### src/rtl/sd_write_result.sv
// sd_write_result
// Copies a contiguous DDR region (16-bit words) to consecutive SD sectors.
// Each sector is first prefetched from DDR into a one-sector buffer. The
// buffer is then streamed to the SD write controller, one word per wr_req.
//
// Ports:
//   clk, rst_n          system clock, asynchronous active-low reset
//   dump_start/dump_len start pulse and word count (sampled when accepted)
//   ddr_rd_*            DDR word read request/response (in-order, latency >= 1)
//   wr_start_en         one-cycle start of a sector write at wr_sec_addr
//   wr_busy/wr_req      SD controller busy flag and per-word data request
//   wr_data             data word presented to the SD controller
//   dump_busy/dump_done dump in progress / one-cycle completion pulse
module sd_write_result #(
  parameter logic [31:0] RESULT_ADDR_START = 32'd131072,
  parameter int          SEC_WORDS         = 256
) (
  input  logic        clk,
  input  logic        rst_n,
  input  logic        dump_start,
  input  logic [23:0] dump_len,
  output logic        ddr_rd_en,
  output logic [23:0] ddr_rd_addr,
  input  logic        ddr_rd_valid,
  input  logic [15:0] ddr_rd_data,
  output logic        wr_start_en,
  output logic [31:0] wr_sec_addr,
  input  logic        wr_busy,
  input  logic        wr_req,
  output logic [15:0] wr_data,
  output logic        dump_busy,
  output logic        dump_done
);

  localparam int SHIFT = $clog2(SEC_WORDS);
  localparam int CW    = SHIFT + 1;  // counters must be able to hold SEC_WORDS itself
  localparam logic [CW-1:0] SEC_C = CW'(SEC_WORDS);

  typedef enum logic [2:0] {
    S_IDLE  = 3'd0,
    S_FILL  = 3'd1,
    S_WRITE = 3'd2,
    S_WAIT  = 3'd3,
    S_DONE  = 3'd4
  } state_t;

  state_t state_r, state_next_s;

  logic [23:0]   len_r;
  logic [23:0]   nsec_r;
  logic [23:0]   sec_cnt_r;
  logic [23:0]   ptr_r;          // next DDR word address, global across sectors
  logic [CW-1:0] sec_words_r;    // real (non-padding) words in the current sector
  logic [CW-1:0] req_cnt_r;
  logic [CW-1:0] recv_cnt_r;
  logic [CW-1:0] rd_cnt_r;
  logic          busy_d0_r;
  logic          busy_d1_r;

  logic          ddr_rd_en_r;
  logic [23:0]   ddr_rd_addr_r;
  logic          wr_start_en_r;
  logic [31:0]   wr_sec_addr_r;
  logic [15:0]   wr_data_r;
  logic          dump_busy_r;
  logic          dump_done_r;

  logic [15:0]   buf_r [SEC_WORDS];

  logic          accept_s;
  logic          zero_len_s;
  logic          issue_s;
  logic          fill_full_s;
  logic          sec_edge_s;
  logic          last_sec_s;
  logic [24:0]   len_round_s;
  logic [23:0]   nsec_s;
  logic [23:0]   rem_s;
  logic [CW-1:0] first_words_s;
  logic [CW-1:0] next_words_s;
  logic          buf_we_s;
  logic [15:0]   buf_wd_s;

  assign ddr_rd_en   = ddr_rd_en_r;
  assign ddr_rd_addr = ddr_rd_addr_r;
  assign wr_start_en = wr_start_en_r;
  assign wr_sec_addr = wr_sec_addr_r;
  assign wr_data     = wr_data_r;
  assign dump_busy   = dump_busy_r;
  assign dump_done   = dump_done_r;

  // Control decodes, sector count and per-sector real word count.
  always_comb begin
    accept_s      = (state_r == S_IDLE) && dump_start && (dump_len != 24'd0);
    zero_len_s    = (state_r == S_IDLE) && dump_start && (dump_len == 24'd0);
    issue_s       = (state_r == S_FILL) && (req_cnt_r < sec_words_r);
    fill_full_s   = (state_r == S_FILL) && (recv_cnt_r == SEC_C);
    // Falling edge of wr_busy, only meaningful after this sector's start pulse
    sec_edge_s    = (state_r == S_WAIT) && busy_d1_r && !busy_d0_r;
    last_sec_s    = (sec_cnt_r == (nsec_r - 24'd1));
    // One extra bit so dump_len near 2^24 cannot overflow the round-up
    len_round_s   = {1'b0, dump_len} + 25'(SEC_WORDS - 1);
    nsec_s        = 24'(len_round_s >> SHIFT);
    rem_s         = len_r - ptr_r;
    first_words_s = (dump_len >= 24'(SEC_WORDS)) ? SEC_C : dump_len[CW-1:0];
    next_words_s  = (rem_s >= 24'(SEC_WORDS)) ? SEC_C : rem_s[CW-1:0];
  end

  // Buffer write port: DDR returns first, then zero padding up to a full sector.
  always_comb begin
    buf_we_s = 1'b0;
    buf_wd_s = 16'h0000;
    if (state_r == S_FILL) begin
      if (recv_cnt_r < sec_words_r) begin
        if (ddr_rd_valid) begin
          buf_we_s = 1'b1;
          buf_wd_s = ddr_rd_data;
        end else begin
          buf_we_s = 1'b0;
        end
      end else if (recv_cnt_r < SEC_C) begin
        buf_we_s = 1'b1;
        buf_wd_s = 16'h0000;
      end else begin
        buf_we_s = 1'b0;
      end
    end else begin
      buf_we_s = 1'b0;
    end
  end

  // Next-state logic.
  always_comb begin
    state_next_s = state_r;
    case (state_r)
      S_IDLE: begin
        if (accept_s) begin
          state_next_s = S_FILL;
        end else begin
          state_next_s = S_IDLE;
        end
      end
      S_FILL: begin
        if (fill_full_s) begin
          state_next_s = S_WRITE;
        end else begin
          state_next_s = S_FILL;
        end
      end
      S_WRITE: state_next_s = S_WAIT;
      S_WAIT: begin
        if (sec_edge_s) begin
          state_next_s = last_sec_s ? S_DONE : S_FILL;
        end else begin
          state_next_s = S_WAIT;
        end
      end
      S_DONE:  state_next_s = S_IDLE;
      default: state_next_s = S_IDLE;
    endcase
  end

  // State register.
  always_ff @(posedge clk or negedge rst_n) begin
    if (!rst_n) begin
      state_r <= S_IDLE;
    end else begin
      state_r <= state_next_s;
    end
  end

  // wr_busy falling-edge pipeline; cleared at the start pulse so older edges are dropped.
  always_ff @(posedge clk or negedge rst_n) begin
    if (!rst_n) begin
      busy_d0_r <= 1'b0;
      busy_d1_r <= 1'b0;
    end else if (state_r == S_WRITE) begin
      busy_d0_r <= 1'b0;
      busy_d1_r <= 1'b0;
    end else begin
      busy_d0_r <= wr_busy;
      busy_d1_r <= busy_d0_r;
    end
  end

  // Sector buffer storage; contents need no reset.
  always_ff @(posedge clk) begin
    if (buf_we_s) begin
      buf_r[recv_cnt_r[CW-2:0]] <= buf_wd_s;
    end
  end

  // Datapath: counters, DDR requests, SD handshake and status outputs.
  always_ff @(posedge clk or negedge rst_n) begin
    if (!rst_n) begin
      len_r         <= 24'd0;
      nsec_r        <= 24'd0;
      sec_cnt_r     <= 24'd0;
      ptr_r         <= 24'd0;
      sec_words_r   <= '0;
      req_cnt_r     <= '0;
      recv_cnt_r    <= '0;
      rd_cnt_r      <= '0;
      ddr_rd_en_r   <= 1'b0;
      ddr_rd_addr_r <= 24'd0;
      wr_start_en_r <= 1'b0;
      wr_sec_addr_r <= 32'd0;
      wr_data_r     <= 16'h0000;
      dump_busy_r   <= 1'b0;
      dump_done_r   <= 1'b0;
    end else begin
      ddr_rd_en_r   <= 1'b0;
      wr_start_en_r <= 1'b0;
      dump_done_r   <= 1'b0;
      case (state_r)
        S_IDLE: begin
          if (accept_s) begin
            len_r         <= dump_len;
            nsec_r        <= nsec_s;
            sec_cnt_r     <= 24'd0;
            ptr_r         <= 24'd0;
            sec_words_r   <= first_words_s;
            req_cnt_r     <= '0;
            recv_cnt_r    <= '0;
            rd_cnt_r      <= '0;
            wr_sec_addr_r <= RESULT_ADDR_START;
            dump_busy_r   <= 1'b1;
          end else if (zero_len_s) begin
            dump_done_r <= 1'b1;
          end else begin
            dump_done_r <= 1'b0;
          end
        end
        S_FILL: begin
          if (issue_s) begin
            ddr_rd_en_r   <= 1'b1;
            ddr_rd_addr_r <= ptr_r;
            ptr_r         <= ptr_r + 24'd1;
            req_cnt_r     <= req_cnt_r + CW'(1);
          end
          if (buf_we_s) begin
            recv_cnt_r <= recv_cnt_r + CW'(1);
          end
          if (fill_full_s) begin
            wr_start_en_r <= 1'b1;
          end
        end
        S_WRITE, S_WAIT: begin
          if (wr_req) begin
            if (rd_cnt_r < SEC_C) begin
              wr_data_r <= buf_r[rd_cnt_r[CW-2:0]];
              rd_cnt_r  <= rd_cnt_r + CW'(1);
            end else begin
              // Requests beyond the sector get zeros; the counter saturates
              wr_data_r <= 16'h0000;
            end
          end
          if (sec_edge_s) begin
            sec_cnt_r     <= sec_cnt_r + 24'd1;
            wr_sec_addr_r <= wr_sec_addr_r + 32'd1;
            if (last_sec_s) begin
              dump_busy_r <= 1'b0;
              dump_done_r <= 1'b1;
            end else begin
              req_cnt_r   <= '0;
              recv_cnt_r  <= '0;
              rd_cnt_r    <= '0;
              sec_words_r <= next_words_s;
            end
          end
        end
        S_DONE: begin
          dump_busy_r <= 1'b0;
        end
        default: begin
          dump_busy_r <= 1'b0;
        end
      endcase
    end
  end

endmodule

### config.mk
export PLATFORM = sky130hd
export DESIGN_NAME = sd_write_result
export DESIGN_NICKNAME = d
export VERILOG_FILES = /design/src/rtl/sd_write_result.sv
export SDC_FILE = /design/constraint.sdc
export NUM_CORES = 2
export LEC_CHECK = 0
export ABC_AREA = 1
export BUFFER_PORTS_ARGS = -buffer_cell sky130_fd_sc_hd__buf_2
export CAP_MARGIN = 0
export CORE_UTILIZATION = 40
export CTS_CLUSTER_DIAMETER = 200
export CTS_CLUSTER_SIZE = 20
export DETAILED_ROUTE_END_ITERATION = 12
export HOLD_SLACK_MARGIN = 0.02
export PLACE_DENSITY = 0.62
export SETUP_SLACK_MARGIN = 0.2
export SLEW_MARGIN = 40
export SYNTH_ARGS = -nofsm -noshare
export SYNTH_HDL_FRONTEND = slang
export SYNTH_SLANG_ARGS = --single-unit
### constraint.sdc
create_clock -name clk -period 12 [get_ports clk]
set_input_delay 2.4 -clock clk [delete_from_list [all_inputs] [get_ports clk]]
set_output_delay 2.4 -clock clk [all_outputs]
set_load 0.05 [all_outputs]
==> results by stage <==
Outcome:
- The run finished with clean final reports.

Route:
- Detailed routing placed a total of 231000 µm of wire on met2.
- The overall via count from detail_route is 115000.
- The routed length on met1 is 207000 µm.
- Wire segments on met3 add up to 45500 µm in the final route.
- The number of remaining DRC errors is 0.
- The routed design has 504000 µm of wire.
- The number of antenna-violating nets in the routed design is 0.
- The average routed wire per standard cell is 25.3 µm.
- The first routing iteration left 15300 violations.
- The via density per instance is 5.76.
- The first-pass iteration count of the detailed router is 6.
- The highest layer touched by signal routing is met5.

Yosys:
- In the synthesized netlist the dominant register cell turns out to be edfxtp_1.
- After synthesis, the netlist uses 57 different library cells.
- By area the synthesized netlist is led by edfxtp_1 (70%), nor2_1 (6.4%), o21ai_0 (5.7%).
- In the synthesized netlist, the number of instances is 14200.
- The synthesized design contains 4302 register bits.
- The number of nets handed over by synthesis was 14300.
- After synthesis, the share of flip-flops with an asynchronous set or reset is 4.79%.
- The fraction of synthesized cell area taken by the top area cell type is 70.1%.
- The Yosys step of the flow raised 0 warnings.
- After synthesis, the mean cell area works out to 12.3 µm².
- The largest total area in the synthesized netlist belongs to edfxtp_1.
- Counting flops with a built-in enable in the synthesized netlist gives 4096.
- The cell area after technology mapping is 0.175 mm².
- Sequential cells were found to cover 73.1% of the synthesized design area.

Worst setup path:
- Data on the critical path arrives at its endpoint at 6490 ps.
- At the worst endpoint, the required time is 12930 ps.
- The maximum fanout along the worst path is 67.
- STA classifies the critical path startpoint as a flip-flop.
- The startpoint-to-endpoint class of the critical path is reg2reg.
- The type of destination of the critical path is a flip-flop.

Cells and area:
- In the layout the commonest cells are edfxtp_1 (4096), nor2_1 (2945), o21ai_0 (2012).
- The post-synthesis to final-layout area growth is 7.98%.
- The most common cell after layout, fill and taps aside is edfxtp_1.
- The share of cells above drive strength 1 is 6.60%.
- The number of nets in the final layout is 14200.
- The end-of-flow core utilization is 43.5%.
- The finished cells cover 0.189 mm².
- The fill cell total of the finished layout is 39400.

Floorplan:
- The initial utilization of the core area, before any placement, comes to 40.3%.
- The vertical die dimension is 664 µm.
- From left edge to right edge, the die measures 664 µm.
- The placeable core region is 0.435 mm².
- During I/O placement, the number of pins put on the boundary was 122.
- The floorplan has 242 rows.
- The die covers 0.441 mm².

Clocking:
- The largest buffer count on any clock path is 4.
- Clock latency on the worst-skew pair, taken at its later pin, is 1000 ps.
- After clock tree synthesis, the clock-pin slew on the worst setup and hold paths is 90 ps.
- TritonCTS built the clock tree.
- In this run, post-CTS repair resized a total of 0 instances.
- The TritonCTS buffer count is 237.
- The hold buffer count at CTS is 0.
- CTS placed an instance of clkbuf_16 at the clock tree root.
- The number of clock sinks seen by CTS is 4302.
- Buffers added to address setup during post-CTS repair amount to 0.
- The maximum level of the CTS H-tree is 4.

STA:
- Setup violations remaining at the end of the flow were counted as 0.
- The tightest slew margin relative to the limit is 32.2%.
- The slew at the pin with the worst max-slew slack is 1020 ps.
- The final critical path time including I/O delays and setup is 5560 ps.
- The final worst-path cycle share is 46.3%.
- Across all hold checks on the routed design, the worst slack comes to 481 ps.
- The maximum frequency from static timing analysis is 180 MHz.
- For the final routed database, the setup TNS stands at 0 ps.
- The max-slew violation total from the final report is 0.
- Setup repair after global routing left no endpoint under its margin.
- The clock skew after layout is 85.4 ps.
- The hold violation count in the final report was 0.

Placement:
- The final RePlAce weighted congestion is 0.898.
- Detailed placement finished with a half-perimeter wire length of 286000 µm.
- The number of input and output port buffers inserted is 121.
- The total placed instance area is 0.183 mm².

Pwr:
- For this design the static power due to leakage is 62.1 nW.
- Power spread over the standard cell area amounts to 198 mW/mm².
- VDD sags by at most 0.000191 V.
- The design draws 0.0375 W.

Global routing:
- The first global-routing pass estimated 730000 µm of wire.
- The largest net degree at the start of global routing is 198.
- Summed over all layers, the global routing overflow is 0.
- The number of global-route vias before repair was 105000.
- The number of antenna violations at the first check in global routing was 25.
- In the global route stage, overall resource usage came out at 22.0%.

Flow run:
- Across the run, the number of max-cap violations was 0.

Worst hold path:
- The type of the most critical hold path is reg2reg.
## power by group
part	total, W	switching, W	internal [W]
clock	0.00839	0.00476	0.00363
combinational	0.0115	0.00863	0.00289
sequential	0.0176	0.000324	0.0173
## flip-flops by register name, indices dropped and copies added, names as in the netlist, 16 cells and up
signal,cells
sec_cnt_r,24
len_r,24
ddr_rd_addr,24
nsec_r,17
ptr_r,24
wr_sec_addr,32
wr_data,16
buf_r,4096
## worst max-delay path, cell delays in order, from the launching register on
cell and delay, ps:
dfrtp_4 990, buf_4 750, buf_4 610, buf_4 640, buf_4 610, o21ai_0 190, o22ai_1 180, nand2_1 70
nand3_1 110, a31oi_1 50, nor2_1 440, nor2_1 100, nor2_1 330, nand2_1 100, nand2_1 70
## kinds of logic after synthesis
kind of cell	count (synthesis)	share of synthesized area, %
flops	4302	73.1
buf+inv	1225	3.36
xor+xnor	71	0.355
compound gates	3465	11.1
fa+ha+maj	50	0.361
simple gates	5132	11.7
## stage by stage
| step | cells | setup WS [ps] |
|---|---|---|
| detailed placement | 19600 | 6140 |
| global placement | 19600 | 5990 |
| floorplan | 14200 | 1880 |
| global route | 19900 | 6390 |
| finish | 19900 | 6440 |
| CTS | 19900 | 6660 |
## cell type report
| cell class | count | area (µm²) | share of cell area, % |
|---|---|---|---|
| flip-flops and latches | 4302 | 128000 | 67.7 |
| clock buffers | 299 | 6210 | 3.28 |
| inverters | 273 | 1090 | 0.574 |
| well taps | 5734 | 7170 | 3.79 |
| diodes | 13 | 32.5 | 0.0172 |
| clock inverters | 12 | 178 | 0.0938 |
| multi-input cells | 8718 | 41600 | 22.0 |
| repair buffers | 585 | 4870 | 2.57 |
## synth_stat cells (all sizes together) (2+ instances only)
library cell	n
edfxtp	4096
nor2	2989
o21ai	2146
nand2	1275
nand3	705
buf	525
o22ai	510
o211ai	455
clkbuf	427
inv	269
a21oi	238
dfrtp	206
nand4	60
nor3	59
xor2	53
o221ai	52
ha	49
o31ai	35
nor4	20
xnor2	18
a31oi	8
nand3b	8
o21a	8
or2	7
and3	5
o21bai	5
clkinv	4
and2	2
## final timing paths
path,slack [ps],depth (start not counted),to,startpoint
worst max-delay path,6440,14,wr_data[5]$_DFFE_PN0P_,rd_cnt_r[1]$_DFFE_PN0P_
worst min-delay path,480,2,ddr_rd_addr[9]$_DFFE_PN0P_,ddr_rd_addr[9]$_DFFE_PN0P_
worst max register to register,6440,14,wr_data[5]$_DFFE_PN0P_,rd_cnt_r[1]$_DFFE_PN0P_
worst min register to register,480,2,ddr_rd_addr[9]$_DFFE_PN0P_,ddr_rd_addr[9]$_DFFE_PN0P_
max in group asynchronous,9440,2,wr_sec_addr[23]$_DFFE_PN0P_,rst_n
min in group asynchronous,1390,1,len_r[12]$_DFFE_PN0P_,rst_n
## routing by layer
layer,GRT usage [%],up-vias
li1,-,51300
met1,31.2,57400
met2,34.4,5297
met3,3.46,753
met4,8.06,18
met5,0,-
Power figures use the tool's default switching activity.
